===== config.mk =====
export PLATFORM = sky130hd
export DESIGN_NAME = clk_div_multi
export DESIGN_NICKNAME = d
export VERILOG_FILES = /design/src/rtl/motor_pkg.sv /design/src/rtl/clk_div_chan.sv /design/src/rtl/clk_div_multi.sv
export SDC_FILE = /design/constraint.sdc
export NUM_CORES = 1
export LEC_CHECK = 0
export CAP_MARGIN = 25
export CELL_PAD_IN_SITES_DETAIL_PLACEMENT = 1
export CELL_PAD_IN_SITES_GLOBAL_PLACEMENT = 1
export CORE_UTILIZATION = 52
export CTS_BUF_LIST = sky130_fd_sc_hd__clkbuf_8
export CTS_CLUSTER_DIAMETER = 30
export DETAILED_ROUTE_END_ITERATION = 8
export PLACE_DENSITY = 0.95
export REMOVE_ABC_BUFFERS = 1
export SLEW_MARGIN = 20
export SYNTH_ARGS = -nofsm -noshare
export SYNTH_HDL_FRONTEND = slang
export SYNTH_SLANG_ARGS = --single-unit

===== constraint.sdc =====
create_clock -name clk -period 4.8 [get_ports clk]
set_clock_uncertainty 0.1 [all_clocks]
set_input_delay 0.48 -clock clk [delete_from_list [all_inputs] [get_ports clk]]
set_output_delay 0.48 -clock clk [all_outputs]
set_load 0.02 [all_outputs]

===== src/rtl/motor_pkg.sv =====
// Shared constants and helpers for the motor-drive subsystem clock dividers.
package motor_pkg;

    localparam int unsigned SYS_CLK_HZ        = 100_000_000;
    localparam int unsigned MOTOR_CNT_W       = 26;
    localparam int unsigned MOTOR_DEFAULT_DIV = 5_000_000;

    // Divisor that makes a channel produce freq_hz: f_clk / (2*(div+1)) = freq_hz.
    function automatic int unsigned div_for_freq(input int unsigned freq_hz);
        return SYS_CLK_HZ / (2 * freq_hz) - 1;
    endfunction

endpackage


===== src/rtl/clk_div_chan.sv =====
// One divider channel: counter, shadow/active divisor pair, glitch-free apply,
// registered square-wave output and edge tick.
module clk_div_chan
    import motor_pkg::*;
#(
    parameter int unsigned CNT_W       = MOTOR_CNT_W,
    parameter int unsigned DEFAULT_DIV = MOTOR_DEFAULT_DIV
) (
    input  logic             clk,
    input  logic             rst,
    input  logic             en,
    input  logic             wr_sel,
    input  logic [CNT_W-1:0] wr_div,
    output logic             clk_out,
    output logic             tick,
    output logic             pending
);

    localparam logic [CNT_W-1:0] RESET_DIV = CNT_W'(DEFAULT_DIV);

    logic [CNT_W-1:0] count;
    logic [CNT_W-1:0] active_div;
    logic [CNT_W-1:0] shadow_div;

    // A new divisor only takes effect on a falling toggle (or while stopped), so a
    // running output never sees a truncated high or low phase. A write in the same
    // cycle as an apply lands in the shadow after the old shadow has been consumed.
    always_ff @(posedge clk) begin
        if (rst) begin
            count      <= '0;
            clk_out    <= 1'b0;
            tick       <= 1'b0;
            pending    <= 1'b0;
            active_div <= RESET_DIV;
            shadow_div <= RESET_DIV;
        end else begin
            if (!en) begin
                count   <= '0;
                clk_out <= 1'b0;
                tick    <= 1'b0;
                if (pending) begin
                    active_div <= shadow_div;
                    pending    <= 1'b0;
                end
            end else if (count == active_div) begin
                count   <= '0;
                clk_out <= ~clk_out;
                tick    <= 1'b1;
                if (clk_out && pending) begin
                    active_div <= shadow_div;
                    pending    <= 1'b0;
                end
            end else begin
                count <= count + 1'b1;
                tick  <= 1'b0;
            end

            if (wr_sel) begin
                shadow_div <= wr_div;
                pending    <= 1'b1;
            end
        end
    end

endmodule


===== src/rtl/clk_div_multi.sv =====
// Multi-channel programmable clock divider: decodes divisor writes and
// replicates one independent divider channel per output.
module clk_div_multi
    import motor_pkg::*;
#(
    parameter  int unsigned NUM_CH      = 4,
    parameter  int unsigned CNT_W       = MOTOR_CNT_W,
    parameter  int unsigned DEFAULT_DIV = MOTOR_DEFAULT_DIV,
    localparam int unsigned CH_W        = (NUM_CH > 1) ? $clog2(NUM_CH) : 1
) (
    input  logic              clk,
    input  logic              rst,
    input  logic              wr_en,
    input  logic [CH_W-1:0]   wr_ch,
    input  logic [CNT_W-1:0]  wr_div,
    input  logic [NUM_CH-1:0] en,
    output logic [NUM_CH-1:0] clk_out,
    output logic [NUM_CH-1:0] tick,
    output logic [NUM_CH-1:0] pending
);

    logic              wr_in_range;
    logic [NUM_CH-1:0] wr_sel;

    // Channel codes beyond NUM_CH are silently dropped.
    assign wr_in_range = ({1'b0, wr_ch} < (CH_W + 1)'(NUM_CH));

    for (genvar i = 0; i < NUM_CH; i++) begin : g_chan
        assign wr_sel[i] = wr_en && wr_in_range && (wr_ch == CH_W'(i));

        clk_div_chan #(
            .CNT_W       (CNT_W),
            .DEFAULT_DIV (DEFAULT_DIV)
        ) u_chan (
            .clk     (clk),
            .rst     (rst),
            .en      (en[i]),
            .wr_sel  (wr_sel[i]),
            .wr_div  (wr_div),
            .clk_out (clk_out[i]),
            .tick    (tick[i]),
            .pending (pending[i])
        );
    end

endmodule


# Word level (Yosys, flattened, before mapping)
# Cells that the tools add are included.
# totals
ff_bits,324
inputBits,35
output_inout_bits,12
wordCells,124
# op_classes
addsub,4
n_eq_ne,23
n_mux,36
n_bitwise,8
n_reduce_logical,29
# ops
operator,count
26-bit two-way mux,16
"26-bit by 1-bit adder with 26-bit output, second input constant",4
26-bit == test,4
"3-bit by 1-bit inequality test with 1-bit output, second input constant",8
1-bit two-way mux,20
"2-bit by 1-bit inequality test with 1-bit output, second input constant",8
3-bit AND reduction,4
3-bit OR reduction,4
1-bit logical AND,8
1-bit inverter,8
2-bit AND reduction,4
2-bit nonzero test,4
2-bit OR reduction,4
"2-bit == test, second input constant",2
"2-bit by 1-bit == test with 1-bit output, second input constant",1
2-bit logical NOT,1

# Logic depth before layout (Yosys ltp)
# logic_depth
depth_word,5
mapped_depth,8
ltp_nobuf,6

# By module
# Synthesis repeated with hierarchy kept, for this count alone.
# hier_totals
hier_cells,1503
hier_area_um2,14473.9
# by_module_without_submodules
module,instances,cells_each,area_each_um2,seq_area_each_um2
clk_div_chan (g_chan[0].u_chan ...),3,373,3611.0,1621.6
clk_div_chan (g_chan[3].u_chan),1,380,3603.5,1621.6
clk_div_multi,1,4,37.5,0.0

# Worst setup path before layout
# OpenSTA, ideal clock, no wires.
# synth_path
path_type,register to register
start,reg g_chan[1].u_chan.count[22]
end,reg g_chan[1].u_chan.active_div[11]
setup_ps,72
arrival_ps,2196
t_required_ps,4628
slack_ps,2432
path_stages_with_launch,9
n_path_buf,3
synth_period_minus_slack_ps,2368
path_cell_list,dfxtp_1 -> inv_2 -> a221o_1 -> or4_1 -> buf_6 -> o41ai_4 -> buf_6 -> buf_12 -> mux2i_1
# synth_via
elab_chain_len,3
# synth_lines
item,line,rtl
start: declaration,clk_div_chan.sv:21,logic [CNT_W-1:0] count;
start signal: assignment,clk_div_chan.sv:54,count <= count + 1'b1;
26-bit == test,clk_div_chan.sv:45,end else if (count == active_div) begin
2-bit by 1-bit inequality test with 1-bit output (no line),n/a,
3-bit AND reduction (no line),n/a,
end signal: assignment,clk_div_chan.sv:42,active_div <= shadow_div;
end signal: assignment,clk_div_chan.sv:50,active_div <= shadow_div;
end: declaration,clk_div_chan.sv:22,logic [CNT_W-1:0] active_div;
# Every way passes these cells.
# A chain may end at the register's enable or synchronous reset.

# Final worst setup path
# layout_path
start,reg g_chan[1].u_chan.count[19]
end,reg g_chan[1].u_chan.active_div[11]
# The elaborated chain is that of the path after synthesis.

==> results.sh <==
export IMPL_status="finished, violations left"
export IMPL_violations="design-rule violations"
export IMPL_clkLatencyLatePin_ps=620
export IMPL_ant_nets=0
export IMPL_switching_share_pct=25.4
export IMPL_multiInputGateArea_um2=6830
export IMPL_nets=1719
export IMPL_fmax_mhz=285
export IMPL_hold_path_depth=2
export IMPL_synth_flop_cell="dfxtp_1"
export IMPL_vias=12500
export IMPL_tightest_slew_ps=1050
export IMPL_endpoint_kind="flip-flop"
export IMPL_path_class="reg2reg"
export IMPL_register_area_um2=6490
export IMPL_fin_util_pct=61.6
export IMPL_min_path_type="in2reg"
export IMPL_clock_sinks=324
export IMPL_n_antenna_cell=0
export IMPL_clockPowerShare_pct=53.7
export IMPL_vias_per_cell=6.06
export IMPL_die_w_um=165
export IMPL_drive_gt1_share_pct=8.47
export IMPL_layout_commonest_cell="nand2_1"
export IMPL_place_congestion=0.891
export IMPL_dp_slack_ps=1580
export IMPL_power_frac_comb_pct=4.3
export IMPL_cts_tree="yes"
export IMPL_grt_pass1_wl_um=75600
export IMPL_h_tree_depth=3
export IMPL_area_growth_pct=15.8
export IMPL_fillerInstances=3058
export IMPL_io_buffer_count=46
export IMPL_grt_total_usage_pct=36.2
export IMPL_fin_area_um2=16100
export IMPL_reg2reg_from="g_chan[1].u_chan.count[19]$_SDFF_PP0_"
export IMPL_placed_area_um2=14400
export IMPL_met2_length_um=24400
export IMPL_drc=2
export IMPL_cp_start_kind="flip-flop"
export IMPL_period_needed_ps=3510
export IMPL_cp_data_arrival_time_ps=3910
export IMPL_clockRootBuffer="clkbuf_8"
export IMPL_slew_headroom_pct=30.3
export IMPL_tns_ps=0
export IMPL_drtIter0Drc=1019
export IMPL_seqPwrFrac_pct=42.1
export IMPL_cts_resized=0
export IMPL_rsz0062_at_grt="no"
export IMPL_ys_ff_latch=324
export IMPL_highest_layer="met4"
export IMPL_synth_cells=1650
export IMPL_post_cts_buffers=0
export IMPL_dr_pass1_iters=7
export IMPL_core_um2=26100
export IMPL_power_density_nw_per_um2=408
export IMPL_netlist_cell_type_count=50
export IMPL_holdCritStartpoint="rst"
export IMPL_crit_path_start="g_chan[1].u_chan.count[19]$_SDFF_PP0_"
export IMPL_dpl_hpwl_um=26400
export IMPL_maxCapViolCount=0
export IMPL_cts_inserted_buffers=72
export IMPL_p_leak_nw=5.78
export IMPL_setup_slack_ps=1290
export IMPL_whs_ps=309
export IMPL_cts_max_path_buffers=3
export IMPL_layout_common_cells="389 x nand2_1, 324 x dfxtp_1, 194 x nor2_1"
export IMPL_power_switching_mw=1.67
export IMPL_syn_area_um2=13900
export IMPL_hold_violations=0
export IMPL_wire_per_inst_um=23.8
export IMPL_wl_um=49200
export IMPL_postCtsHoldBufs=0
export IMPL_stdcell_count=2070
export IMPL_grt_overflow=0
export IMPL_power_total_mw=6.57
export IMPL_async_reset_ff_share_pct=0
export IMPL_die_h_um=165
export IMPL_wl_met3_um=3030
export IMPL_drv_slew=0
export IMPL_std_cell_rows=59
export IMPL_yosys_warnings=0
export IMPL_antenna_found_initial=0
export IMPL_wl_met1_um=18800
export IMPL_path_clk_slew_ps=70
export IMPL_dp_cells=1938
export IMPL_ir_worst_vdd_mv=0.319
export IMPL_finalSetupViolCount=0
export IMPL_dieArea_um2=27400
export IMPL_avgSynthCellArea_um2=8.42
export IMPL_grt_max_degree=109
export IMPL_synth_edf_count=0
export IMPL_seq_area_frac_synth_pct=46.7
export IMPL_worstRegToRegCells=6
export IMPL_grt_pass1_vias=13500
export IMPL_pin_count=47
export IMPL_initial_core_util_pct=53.1
export IMPL_path_max_fanout=17
export IMPL_finalCritPeriodShare_pct=73.2
export IMPL_internal_power_mw=4.90
export IMPL_required_ps=5200
[flip-flops by register name (all words and copies together), names as in the netlist]
signal,count
g_chan.u_chan.active_div,104
g_chan.u_chan.clk_out,4
g_chan.u_chan.tick,4
g_chan.u_chan.shadow_div,104
g_chan.u_chan.pending,4
g_chan.u_chan.count,104
[cell families after synthesis]
| kind of cell | synth area share (%) |
|---|---|
| mux | 7.50 |
| buf+inv | 4.58 |
| xor+xnor | 12.0 |
| compound gates | 4.61 |
| fa+ha+maj | 0.360 |
| flops | 46.7 |
| simple gates | 24.2 |
[synthesized netlist by cell type (all sizes together), types with 4 or more instances]
master,instances,area (µm²)
ha,4,50.1
nand3,72,360
or4,4,30.0
nand4,23,144
and3,7,43.8
mux2i,104,1040
nor3,22,110
dfxtp,324,6490
nor4,44,275
buf,32,230
xor2,111,972
o311ai,4,52.6
clkbuf,73,274
nor2,195,732
inv,35,131
xnor2,80,701
and4,8,70.1
a21oi,80,400
or3,5,31.3
nand2,389,1460
[critical path: stages (launching register included)]
cell and delay (ps):
dfxtp_1 370, xnor2_1 280, nand4_1 190, or4_1 740, o41ai_4 950, buf_4 460, mux2i_1 300
[worst paths after layout]
kind,endpoint,slack [ps]
worst max-delay path,g_chan[1].u_chan.active_div[11]$_SDFFE_PP1P_,1290
worst max register to register,g_chan[1].u_chan.active_div[11]$_SDFFE_PP1P_,1290
worst min register to register,g_chan[3].u_chan.shadow_div[10]$_SDFFE_PP0P_,360
worst min-delay path,g_chan[0].u_chan.shadow_div[4]$_SDFFE_PP0P_,310
[area by class of cell]
type,count,area share [%]
multi-input cells,1186,42.4
repair buffers,61,3.69
inverters,35,0.848
well taps,335,2.61
flip-flops and latches,324,40.3
clock inverters,46,2.99
clock buffers,83,7.10
[power groups by stage]
stage | logic (mW) | registers, mW | clock network [mW]
floorplan | 0.122 | 2.81 | 0
global placement | 0.239 | 2.81 | 0
detailed placement | 0.252 | 2.82 | 0
CTS | 0.269 | 2.76 | 3.52
finish | 0.281 | 2.76 | 3.53
global route | 0.294 | 2.77 | 3.66
[layer usage]
metal,global-route usage [%],vias to the layer above
li1,-,5487
met2,63.3,588
met4,21.5,0
met1,40.9,6227
met3,7.14,232
met5,0,-
No activity file was read; power rests on OpenSTA's default activity.
==> RTL edit (config.mk and constraints unchanged) <==
Reset style: asynchronous (`rst`), changed in one clocked block.
--- a/src/rtl/clk_div_chan.sv
+++ b/src/rtl/clk_div_chan.sv
@@ -25,7 +25,7 @@
     // A new divisor only takes effect on a falling toggle (or while stopped), so a
     // running output never sees a truncated high or low phase. A write in the same
     // cycle as an apply lands in the shadow after the old shadow has been consumed.
-    always_ff @(posedge clk) begin
+    always_ff @(posedge clk or posedge rst) begin
         if (rst) begin
             count      <= '0;
             clk_out    <= 1'b0;
Behaviour: differs if rst is asserted again (counterexample within 4 cycles, from zero or initial values and one cycle with rst high); with rst held inactive, the same outputs for 4 cycles.
==> RTL edit against the unedited design <==
- via count decreased by 19%
- critical path type unchanged
- utilization increased by 0.26 points
- area after synthesis increased by 5.5%
- worst hold slack got worse by 150 ps
- cell area increased by 6.8%
- critical endpoint is now g_chan[0].u_chan.count[22]$_DFF_PP0_
- wire length decreased by 7.5%
- worst setup slack improved by 760 ps
- synthesized cell count decreased by 29%
- fmax increased by 28%
- sequential cell count unchanged
Power is not compared: it rests on default switching activity, and its combinational part moved more than twofold at a synthesized area within 25%.
==> RTL edit: results (changes against the unedited design) <==
All-Layer GR Usage - 0.3263 (-0.03614)
inverter count - 21 (-40%)
HPWL Detailed - 27190 µm (+2.9%)
Final Cycle Share - 0.5722 (-0.1593)
clock buf count - 85 (+2.4%)
Placed Area - 15420 µm² (+7.0%)
status - complete, no violations
area occupied by multi-input gates - 6120 µm² (-10%)
xor/xnor cell area share of the yosys netlist - 0.1196 (-0.0008856)
final net count - 1291 (-25%)
clock insertion delay at the later pin of the skew report - 590 ps (-30 ps)
Initial DRC Count - 834 (-18%)
vias in the first global route - 11460 (-15%)
worst min path class - in2async
adder-cell share of the synthesized area - 0.003417 (-0.0001875)
slowest CP cell - o21ai_4
Clock buf/inv share - 0.09872 (-0.002232)
drt wl/cell - 26.99 µm (+13%)
critical path arrival - 3060 ps (-850 ps)
library cells used by synthesis - 43 (-14%)
Post-synth top cells - 260 x dfrtp_1, 206 x mux2_2, 128 x nor2_1, 103 x xnor2_1, 97 x xor2_1
largest net degree at the start of global routing - 134 (+23%)
TritonRoute pass-1 iters - 5 (-2)
fraction of area in registers - 0.4768 (+0.07359)
FFs w/ async S/R, synth - 1.000 (+1.000)
reg2reg path depth - 5 (-1)
worst-path fanout max - 26 (+9)
via count - 10100 (-19%)
worst r2r src - g_chan[0].u_chan.count[7]$_DFF_PP0_
top_reg_cell synth - dfrtp_1
area grow syn2layout - 17.24%
mux contribution to synthesized area - 0.1599 (+0.08494)
Plain + repair buffers - 60 (-1.6%)
share of cells above drive strength 1 - 0.3282 (+0.2435)
RD Place Congestion - 0.8326 (-6.6%)
r2r setup slk - 2050 ps (+760 ps)
first-pass GRT wire length - 69960 µm (-7.5%)
-- RTL edit: metrics by stage --
step                hold WS (ps)   TNS, ps  instances
floorplan                  352.2  -1341850       1119
global placement           362.5         0       1556
detailed placement         393.4         0       1556
CTS                        404.2         0       1687
global route               197.0         0       1688
finish                     154.9         0       1688
-- RTL edit: cells by family after synthesis --
| kind of cell | count (synthesis) |
|---|---|
| buffers and inverters | 73 |
| AND/OR/NAND/NOR | 342 |
| multiplexers | 208 |
| XOR/XNOR | 200 |
| AO/OA/AOI/OAI | 20 |
| adder cells (fa/ha/maj) | 4 |
| flip-flops | 324 |
-- RTL edit: metal layers --
layer	global-route usage	wire, µm	vias to the layer above	share of wire
met5	0	0	-	0
met2	0.5807	24040	373	0.53
met1	0.3810	17320	5364	0.38
met4	0.1598	2152	0	0.047
li1	-	-	4202	-
met3	0.05535	2050	165	0.045
-- RTL edit: critical path, delay by kind of cell (launching register included) --
kind,cells,cell delay [ps]
flops,1,440
compound gates,1,720
simple gates,3,1100
xor+xnor,1,220
